--- src/rtl/eon_pkg.sv ---
// Shared decode types and constants for the Eon-I decode stage.
package eon_pkg;

  localparam logic [31:0] NOP_INSTR = 32'h0000_0013;

  localparam logic [6:0] OpcLui    = 7'b0110111;
  localparam logic [6:0] OpcAuipc  = 7'b0010111;
  localparam logic [6:0] OpcJal    = 7'b1101111;
  localparam logic [6:0] OpcJalr   = 7'b1100111;
  localparam logic [6:0] OpcBranch = 7'b1100011;
  localparam logic [6:0] OpcLoad   = 7'b0000011;
  localparam logic [6:0] OpcStore  = 7'b0100011;
  localparam logic [6:0] OpcOpImm  = 7'b0010011;
  localparam logic [6:0] OpcOp     = 7'b0110011;
  localparam logic [6:0] OpcFence  = 7'b0001111;
  localparam logic [6:0] OpcSystem = 7'b1110011;

  typedef enum logic [3:0] {
    AluAdd   = 4'd0,
    AluSub   = 4'd1,
    AluSll   = 4'd2,
    AluSlt   = 4'd3,
    AluSltu  = 4'd4,
    AluXor   = 4'd5,
    AluSrl   = 4'd6,
    AluSra   = 4'd7,
    AluOr    = 4'd8,
    AluAnd   = 4'd9,
    AluPassB = 4'd10
  } aluop_t;

  typedef enum logic [1:0] {
    WbAlu = 2'd0,
    WbMem = 2'd1,
    WbPc4 = 2'd2
  } wbsel_t;

  typedef struct packed {
    aluop_t alu_op;
    logic   alu_src_imm;
    logic   mem_read;
    logic   mem_write;
    logic   reg_write;
    logic   branch;
    logic   jump;
    logic   jalr;
    logic   illegal;
    wbsel_t wb_sel;
  } ctrl_t;

  localparam ctrl_t CtrlBubble = '{
    alu_op:      AluAdd,
    alu_src_imm: 1'b0,
    mem_read:    1'b0,
    mem_write:   1'b0,
    reg_write:   1'b0,
    branch:      1'b0,
    jump:        1'b0,
    jalr:        1'b0,
    illegal:     1'b0,
    wb_sel:      WbAlu
  };

  typedef struct packed {
    ctrl_t ctrl;
    logic  use_rs1;
    logic  use_rs2;
    logic  use_rd;
  } dec_t;

  // alt selects SUB/SRA; callers only raise it where funct7[5] is meaningful.
  function automatic aluop_t alu_decode(input logic [2:0] f3, input logic alt);
    aluop_t op;
    case (f3)
      3'b000:  op = alt ? AluSub : AluAdd;
      3'b001:  op = AluSll;
      3'b010:  op = AluSlt;
      3'b011:  op = AluSltu;
      3'b100:  op = AluXor;
      3'b101:  op = alt ? AluSra : AluSrl;
      3'b110:  op = AluOr;
      default: op = AluAnd;
    endcase
    return op;
  endfunction

endpackage

--- src/rtl/eon_reg_file.sv ---
// Architectural register file: 2 async read ports, 1 sync write port, x0 hardwired to zero.
// Define EON_WB_BYPASS_EN to make a same-cycle write visible on the read ports.
module eon_reg_file
  import eon_pkg::*;
#(
  parameter int unsigned Width    = 32,
  parameter int unsigned RegCount = 32,
  localparam int unsigned AddrW   = $clog2(RegCount)
) (
  input  logic             clk,
  input  logic             rstN,
  input  logic [AddrW-1:0] raddr1,
  input  logic [AddrW-1:0] raddr2,
  output logic [Width-1:0] rdata1,
  output logic [Width-1:0] rdata2,
  input  logic             wen,
  input  logic [AddrW-1:0] waddr,
  input  logic [Width-1:0] wdata
);

  logic [Width-1:0] regs_q [RegCount];

  always_ff @(posedge clk) begin
    if (!rstN) begin
      for (int i = 0; i < RegCount; i++) begin
        regs_q[i] <= '0;
      end
    end else if (wen && (waddr != '0)) begin
      regs_q[waddr] <= wdata;
    end
  end

  always_comb begin
    rdata1 = (raddr1 == '0) ? '0 : regs_q[raddr1];
    rdata2 = (raddr2 == '0) ? '0 : regs_q[raddr2];
`ifdef EON_WB_BYPASS_EN
    if (wen && (waddr != '0) && (waddr == raddr1)) rdata1 = wdata;
    if (wen && (waddr != '0) && (waddr == raddr2)) rdata2 = wdata;
`endif
  end

endmodule

--- src/rtl/id_stage.sv ---
// Eon-I decode stage: control/immediate decode, register read, load-use stall detection.
// Register-file write-through is enabled by defining EON_WB_BYPASS_EN.
module id_stage
  import eon_pkg::*;
#(
  parameter int unsigned Width    = 32,
  parameter int unsigned RegCount = 32
) (
  input  logic             clk,
  input  logic             rstN,
  input  logic [Width-1:0] instructionIn,
  input  logic [Width-1:0] PCIn,
  input  logic             stall,
  input  logic             flush,
  input  logic             wbEn,
  input  logic [4:0]       wbRd,
  input  logic [Width-1:0] wbData,
  output logic             stallReq,
  output logic [Width-1:0] rs1DataOut,
  output logic [Width-1:0] rs2DataOut,
  output logic [Width-1:0] immOut,
  output logic [4:0]       rs1Out,
  output logic [4:0]       rs2Out,
  output logic [4:0]       rdOut,
  output logic [2:0]       funct3Out,
  output logic [3:0]       aluOpOut,
  output logic             aluSrcImmOut,
  output logic             memReadOut,
  output logic             memWriteOut,
  output logic             regWriteOut,
  output logic             branchOut,
  output logic             jumpOut,
  output logic             jalrOut,
  output logic             illegalOut,
  output logic [1:0]       wbSelOut,
  output logic [Width-1:0] PCOut
);

  function automatic logic [Width-1:0] gen_imm(input logic [Width-1:0] instr);
    logic [Width-1:0] imm;
    case (instr[6:0])
      OpcOpImm, OpcLoad, OpcJalr: imm = Width'($signed(instr[31:20]));
      OpcStore:  imm = Width'($signed({instr[31:25], instr[11:7]}));
      OpcBranch: imm = Width'($signed({instr[31], instr[7], instr[30:25], instr[11:8], 1'b0}));
      OpcLui, OpcAuipc: imm = Width'($signed({instr[31:12], 12'b0}));
      OpcJal:    imm = Width'($signed({instr[31], instr[19:12], instr[20], instr[30:21], 1'b0}));
      default:   imm = '0;
    endcase
    return imm;
  endfunction

  function automatic dec_t decode(input logic [Width-1:0] instr);
    dec_t       d;
    logic [2:0] f3;
    logic [6:0] f7;
    f3 = instr[14:12];
    f7 = instr[31:25];
    d  = '{ctrl: CtrlBubble, use_rs1: 1'b0, use_rs2: 1'b0, use_rd: 1'b0};
    if (instr[31:0] != NOP_INSTR) begin
      case (instr[6:0])
        OpcLui, OpcAuipc: begin
          d.ctrl.alu_op      = (instr[6:0] == OpcLui) ? AluPassB : AluAdd;
          d.ctrl.alu_src_imm = 1'b1;
          d.ctrl.reg_write   = 1'b1;
          d.use_rd           = 1'b1;
        end
        OpcJal: begin
          d.ctrl.alu_src_imm = 1'b1;
          d.ctrl.reg_write   = 1'b1;
          d.ctrl.jump        = 1'b1;
          d.ctrl.wb_sel      = WbPc4;
          d.use_rd           = 1'b1;
        end
        OpcJalr: begin
          d.ctrl.alu_src_imm = 1'b1;
          d.ctrl.reg_write   = 1'b1;
          d.ctrl.jalr        = 1'b1;
          d.ctrl.wb_sel      = WbPc4;
          d.ctrl.illegal     = (f3 != 3'b000);
          d.use_rd           = 1'b1;
          d.use_rs1          = 1'b1;
        end
        OpcBranch: begin
          d.ctrl.alu_op  = AluSub;
          d.ctrl.branch  = 1'b1;
          d.ctrl.illegal = (f3[2:1] == 2'b01);
          d.use_rs1      = 1'b1;
          d.use_rs2      = 1'b1;
        end
        OpcLoad: begin
          d.ctrl.alu_src_imm = 1'b1;
          d.ctrl.mem_read    = 1'b1;
          d.ctrl.reg_write   = 1'b1;
          d.ctrl.wb_sel      = WbMem;
          d.ctrl.illegal     = (f3 == 3'b011) || (f3[2:1] == 2'b11);
          d.use_rd           = 1'b1;
          d.use_rs1          = 1'b1;
        end
        OpcStore: begin
          d.ctrl.alu_src_imm = 1'b1;
          d.ctrl.mem_write   = 1'b1;
          d.ctrl.illegal     = f3[2] || (f3 == 3'b011);
          d.use_rs1          = 1'b1;
          d.use_rs2          = 1'b1;
        end
        OpcOpImm: begin
          // funct7 only carries meaning for the shift-immediate forms.
          d.ctrl.alu_op      = alu_decode(f3, (f3 == 3'b101) && f7[5]);
          d.ctrl.alu_src_imm = 1'b1;
          d.ctrl.reg_write   = 1'b1;
          d.ctrl.illegal     = ((f3 == 3'b001) && (f7 != 7'h00)) ||
                               ((f3 == 3'b101) && (f7 != 7'h00) && (f7 != 7'h20));
          d.use_rd           = 1'b1;
          d.use_rs1          = 1'b1;
        end
        OpcOp: begin
          d.ctrl.alu_op    = alu_decode(f3, f7[5]);
          d.ctrl.reg_write = 1'b1;
          d.ctrl.illegal   = !((f7 == 7'h00) ||
                               ((f7 == 7'h20) && ((f3 == 3'b000) || (f3 == 3'b101))));
          d.use_rd         = 1'b1;
          d.use_rs1        = 1'b1;
          d.use_rs2        = 1'b1;
        end
        OpcFence, OpcSystem: begin
        end
        default: d.ctrl.illegal = 1'b1;
      endcase
    end
    if (d.ctrl.illegal) begin
      d              = '{ctrl: CtrlBubble, use_rs1: 1'b0, use_rs2: 1'b0, use_rd: 1'b0};
      d.ctrl.illegal = 1'b1;
    end
    return d;
  endfunction

  dec_t             dec;
  logic [4:0]       rs1_idx, rs2_idx, rd_idx;
  logic [Width-1:0] imm, rs1_data, rs2_data;

  ctrl_t            ctrl_q, ctrl_d;
  logic [4:0]       rs1_q, rs1_d, rs2_q, rs2_d, rd_q, rd_d;
  logic [2:0]       f3_q, f3_d;
  logic [Width-1:0] imm_q, imm_d, pc_q, pc_d, d1_q, d1_d, d2_q, d2_d;

  always_comb begin
    dec     = decode(instructionIn);
    rs1_idx = dec.use_rs1 ? instructionIn[19:15] : 5'd0;
    rs2_idx = dec.use_rs2 ? instructionIn[24:20] : 5'd0;
    rd_idx  = dec.use_rd  ? instructionIn[11:7]  : 5'd0;
    imm     = dec.ctrl.illegal ? '0 : gen_imm(instructionIn);
  end

  eon_reg_file #(
    .Width    (Width),
    .RegCount (RegCount)
  ) u_reg_file (
    .clk    (clk),
    .rstN   (rstN),
    .raddr1 (rs1_idx),
    .raddr2 (rs2_idx),
    .rdata1 (rs1_data),
    .rdata2 (rs2_data),
    .wen    (wbEn),
    .waddr  (wbRd),
    .wdata  (wbData)
  );

  // Unused sources are already forced to x0, so they can never match a nonzero rd.
  assign stallReq = !flush && ctrl_q.mem_read && (rd_q != 5'd0) &&
                    ((rs1_idx == rd_q) || (rs2_idx == rd_q));

  always_comb begin
    ctrl_d = ctrl_q;
    rs1_d  = rs1_q;
    rs2_d  = rs2_q;
    rd_d   = rd_q;
    f3_d   = f3_q;
    imm_d  = imm_q;
    pc_d   = pc_q;
    d1_d   = d1_q;
    d2_d   = d2_q;
    if (flush || (!stall && stallReq)) begin
      ctrl_d = CtrlBubble;
      rs1_d  = '0;
      rs2_d  = '0;
      rd_d   = '0;
      f3_d   = '0;
      imm_d  = '0;
      pc_d   = PCIn;
      d1_d   = '0;
      d2_d   = '0;
    end else if (!stall) begin
      ctrl_d = dec.ctrl;
      rs1_d  = rs1_idx;
      rs2_d  = rs2_idx;
      rd_d   = rd_idx;
      f3_d   = (dec.ctrl == CtrlBubble || dec.ctrl.illegal) ? 3'b000 : instructionIn[14:12];
      imm_d  = imm;
      pc_d   = PCIn;
      d1_d   = rs1_data;
      d2_d   = rs2_data;
    end
  end

  always_ff @(posedge clk) begin
    if (!rstN) begin
      ctrl_q <= CtrlBubble;
      rs1_q  <= '0;
      rs2_q  <= '0;
      rd_q   <= '0;
      f3_q   <= '0;
      imm_q  <= '0;
      pc_q   <= '0;
      d1_q   <= '0;
      d2_q   <= '0;
    end else begin
      ctrl_q <= ctrl_d;
      rs1_q  <= rs1_d;
      rs2_q  <= rs2_d;
      rd_q   <= rd_d;
      f3_q   <= f3_d;
      imm_q  <= imm_d;
      pc_q   <= pc_d;
      d1_q   <= d1_d;
      d2_q   <= d2_d;
    end
  end

  assign rs1DataOut   = d1_q;
  assign rs2DataOut   = d2_q;
  assign immOut       = imm_q;
  assign rs1Out       = rs1_q;
  assign rs2Out       = rs2_q;
  assign rdOut        = rd_q;
  assign funct3Out    = f3_q;
  assign aluOpOut     = ctrl_q.alu_op;
  assign aluSrcImmOut = ctrl_q.alu_src_imm;
  assign memReadOut   = ctrl_q.mem_read;
  assign memWriteOut  = ctrl_q.mem_write;
  assign regWriteOut  = ctrl_q.reg_write;
  assign branchOut    = ctrl_q.branch;
  assign jumpOut      = ctrl_q.jump;
  assign jalrOut      = ctrl_q.jalr;
  assign illegalOut   = ctrl_q.illegal;
  assign wbSelOut     = ctrl_q.wb_sel;
  assign PCOut        = pc_q;

endmodule

--- config.mk ---
export PLATFORM = sky130hd
export DESIGN_NAME = id_stage
export DESIGN_NICKNAME = d
export VERILOG_FILES = /design/src/rtl/eon_pkg.sv /design/src/rtl/eon_reg_file.sv /design/src/rtl/id_stage.sv
export SDC_FILE = /design/constraint.sdc
export NUM_CORES = 2
export LEC_CHECK = 0
export CAP_MARGIN = 20
export CORE_UTILIZATION = 60
export CTS_CLUSTER_SIZE = 14
export DETAILED_ROUTE_END_ITERATION = 12
export HOLD_SLACK_MARGIN = 0.08
export PLACE_DENSITY = 0.79
export SETUP_SLACK_MARGIN = 0.3
export SYNTH_ARGS = -nofsm -noshare
export SYNTH_HDL_FRONTEND = slang
export SYNTH_HIERARCHICAL = 1
export SYNTH_SLANG_ARGS = --single-unit
--- constraint.sdc ---
create_clock -name clk -period 5.5 [get_ports clk]
set_input_delay 1.375 -clock clk [delete_from_list [all_inputs] [get_ports clk]]
set_output_delay 1.375 -clock clk [all_outputs]
set_load 0.02 [all_outputs]
==> summary.md <==
| Metric | Value |
|---|---|
| Reg-to-reg endpoint | aluOpOut[0]$_SDFFE_PP0N_ |
| DRC | 0 |
| CP delay by family, top | simple AND/OR/NAND/NOR gates |
| Vias in the first global route | 44.5k |
| Total gr overflow | 0 |
| Post-layout power | 0.0205 W |
| 1st-iter DRT viols | 6215 |
| Fin crit share | 94.5% |
| Internal Power | 0.0158 W |
| Clock root cell | clkbuf_16 |
| Synth top area cells | edfxtp_1 (50%), mux4_2 (15%), and2_1 (10%), dfxtp_1 (5.2%), mux2i_1 (5.1%) |
| Maximum number of pins on one net before global-route repair | 70 |
| Worst path cell trace | dlygate4sd2_1 > nor4_4 > buf_4 > nand2_2 > a311oi_4 > and4_4 > nand3_1 > a22o_1 > o31a_1 > nor2_2 > buf_6 |
| Yosys warns | 6 |
| # rows | 117 |
| Synth area leader | edfxtp_1 |
| PortBufs | 266 |
| Worst Setup Start Kind | input pin |
| Reg-to-reg slack, setup | 2.75 ns |
| # nets final | 5004 |
| Psw | 0.00469 W |
| CTS tree | yes |
| F_max | 0.192 GHz |
| Die width | 322 um |
| Via density | 6.97 |
| First drt pass iteration count | 6 |
| Worst Skew | 0.0577 ns |
| FF-to-FF Start | rdOut[3]$_SDFFE_PP0N_ |
| Worst hold stages | 2 |
| Worst Hold Class | reg2reg |
| Buffers & Inverters on Critical Path | 3 |
| Reg2Reg Depth | 7 |
| Syn avg cell area | 13.8 sq um |
| Seq/Total Area, Yosys | 55.1% |
| Detail Placement HPWL | 132000 um |
| Critical Path Fanout Max | 4 |
| Max Root-Sink Buffers | 3 |
| Post-synth cell types | 68 |
| Leakage power | 24.7 nW |
| Hold_ws | 0.460 ns |
| TritonCTS Sinks | 1183 |
| Final min period | 5.20 ns |
| MaxCap Viol Count | 0 |
| Core footprint | 102000 sq um |
| Final number of hold-violating endpoints | 0 |
| Gr usage total | 40.2% |
| Netlist Area Pre-Place | 61500 sq um |
| Combinational Power Share | 7.3% |
| TritonCTS Buffers | 121 |
| GP Congestion | 0.978 |
| EDFF count, synth | 1024 |
| Worst Setup Path Type | in2out |
| Critical path depth | 11 |
| Clock latency on the worst-skew pair | 0.75 ns |
| CP max stage cell | nor4_4 |
| Worst path max stage delay | 0.36 ns |
| Relative slew slack | 18.2% |
| Crit path to | stallReq |
| Die Footprint | 104000 sq um |
| Outcome | finished, final reports clean |
| Max VDD drop | 260 uV |
| Clock share of power | 41.6% |
| H-tree depth | 3 |
| Gate Count Post-Synth | 4458 |
| Required @ worst endpoint | 4.12 ns |
| Antenna violations before repair | 20 |
| Flops & latches, synth | 1183 |
| P&R area growth vs syn | 19.0% |
| Unrepaired setup endpoints after global routing | true |
| Via count | 44.5k |
| Final Max Slew Viols | 0 |
| Sw frac | 22.9% |
| CP endpoint kind | output pin |
| Die H | 322 um |
| First-pass GRT wire length | 298000 um |
| Clk slew on worst S/H paths | 0.06 ns |
| Worst Max-Slew Pin Slew | 1.23 ns |
| Pwr Density | 279 nW/um^2 |
| Routed WL | 209000 um |
| Setup-failing EPs final | 0 |
| Share of post-route cells with drive strength above 1 | 24.7% |
| CP arrival | 3.82 ns |
| Post-synth ARST share | 0% |
| Worst Setup SP | instructionIn[28] |
| Ports | 267 |
| Reg power frac | 51.1% |
| Avg WL per Cell | 32.7 um |
| Starting Density | 60.5% |
| Post-synth top area share | 50.0% |
| Post-DRT Antenna Nets | 0 |
| Most used flip-flop cell after synthesis | edfxtp_1 |
## per-layer routing
metal	global-route usage (%)	wire length [um]
met5	0	77
met4	28.3	16600
met3	11.8	29100
met2	62.1	93900
met1	48.9	69200
## kinds of logic after synthesis
family,after synthesis,share of synthesized area [%]
and+or+nand+nor,1504,14.3
DFF,1183,55.1
muxes,764,20.8
AOI/OAI and AO/OA,512,5.98
buffers and inverters,492,3.66
xor gates and xnor gates,2,0.0285
other,1,0.00609
## flip-flops by register name, indices dropped and copies added (netlist names), 2 cells and up
register and cells:
rdOut 5, immOut 32, rs2DataOut 32, PCOut 32, rs2Out 5, aluOpOut 4
rs1DataOut 32, funct3Out 3, rs1Out 5, wbSelOut 2, u_reg_file/regs_q 1024
## placed cells by master (no fill, tap or decap), types with 41 or more instances in the layout
| master | synthesis | final |
|---|---|---|
| buf_12 | 0 | 68 |
| a21oi_1 | 79 | 79 |
| and2_1 | 1018 | 1014 |
| o22ai_1 | 65 | 64 |
| buf_4 | 30 | 417 |
| edfxtp_1 | 1024 | 1024 |
| clkbuf_16 | 0 | 126 |
| a22oi_1 | 89 | 89 |
| mux4_2 | 410 | 410 |
| dfxtp_1 | 159 | 159 |
| a2111oi_0 | 53 | 48 |
| clkdlybuf4s50_1 | 0 | 248 |
| nor2b_1 | 55 | 50 |
| a22o_1 | 50 | 50 |
| nand2_1 | 96 | 95 |
| nor3_1 | 161 | 160 |
| mux2i_1 | 314 | 314 |
| nor2_1 | 75 | 41 |
## repair_timing
item,in CTS,in global routing
setup buffers,2,0
hold buffers,0,0
setup endpoints to repair,32,3
pin swaps,7,0
resized for setup,39,3
## cell usage after synthesis (40+ instances only)
| cell type | number |
|---|---|
| edfxtp_1 | 1024 |
| and2_1 | 1018 |
| mux4_2 | 410 |
| clkbuf_1 | 334 |
| mux2i_1 | 314 |
| nor3_1 | 161 |
| dfxtp_1 | 159 |
| nand2_1 | 96 |
| a22oi_1 | 89 |
| a21oi_1 | 79 |
| nor2_1 | 75 |
| buf_2 | 68 |
| o22ai_1 | 65 |
| nor2b_1 | 55 |
| a2111oi_0 | 53 |
| a22o_1 | 50 |
| o21ai_0 | 43 |
| mux2_2 | 40 |
## power groups by stage
stage	registers [W]	logic, W	clock network [W]
after floorplan	0.0106	0.000763	0
after global placement	0.0106	0.00141	0
after detailed placement	0.0106	0.00143	0
after CTS	0.0104	0.00145	0.00853
after global routing	0.0105	0.00155	0.00886
final	0.0105	0.00150	0.00851
## layout make-up
class | count | area (sq um)
diodes | 16 | 40.0
well taps | 1368 | 1710
clock buffers | 155 | 3360
flip-flops and latches | 1183 | 33900
fillers | 6538 | 28500
inverters | 18 | 90.1
clock inverters | 71 | 736
multi-input cells | 2814 | 26100
repair buffers | 760 | 7330
## metrics by stage
| step | setup slack (ns) | cells | utilization, % | instance area, sq um | TNS [ns] |
|---|---|---|---|---|---|
| after floorplan | 0.429 | 4489 | - | 61700 | 0 |
| after global placement | -0.930 | 6132 | 67.7 | 68800 | -24.48 |
| after detailed placement | -0.993 | 6132 | 67.7 | 68800 | -24.19 |
| after CTS | 0.338 | 6360 | 71.8 | 73000 | 0 |
| after global routing | 0.189 | 6371 | 72.0 | 73200 | 0 |
| final | 0.302 | 6385 | 72.0 | 73300 | 0 |
## worst reg2reg max path, stage by stage, from the launching register on
cell     delay [ns]
dfxtp_1        0.57
nor2_1         0.11
a311o_1        0.40
or2_2          0.33
a21o_1         0.19
o32ai_4        0.48
buf_4          0.39
nor3_1         0.10
## worst min path at each step
stage / startpoint / end / slack, ns
floorplan: PCOut[3]$_SDFFE_PN0P_ / PCOut[3]$_SDFFE_PN0P_ / 0.54
global placement: PCOut[3]$_SDFFE_PN0P_ / PCOut[3]$_SDFFE_PN0P_ / 0.45
detailed placement: PCOut[9]$_SDFFE_PN0P_ / PCOut[9]$_SDFFE_PN0P_ / 0.45
CTS: PCOut[9]$_SDFFE_PN0P_ / PCOut[9]$_SDFFE_PN0P_ / 0.46
global route: PCOut[9]$_SDFFE_PN0P_ / PCOut[9]$_SDFFE_PN0P_ / 0.47
finish: PCOut[9]$_SDFFE_PN0P_ / PCOut[9]$_SDFFE_PN0P_ / 0.46
(Power assumes the default switching activity.)
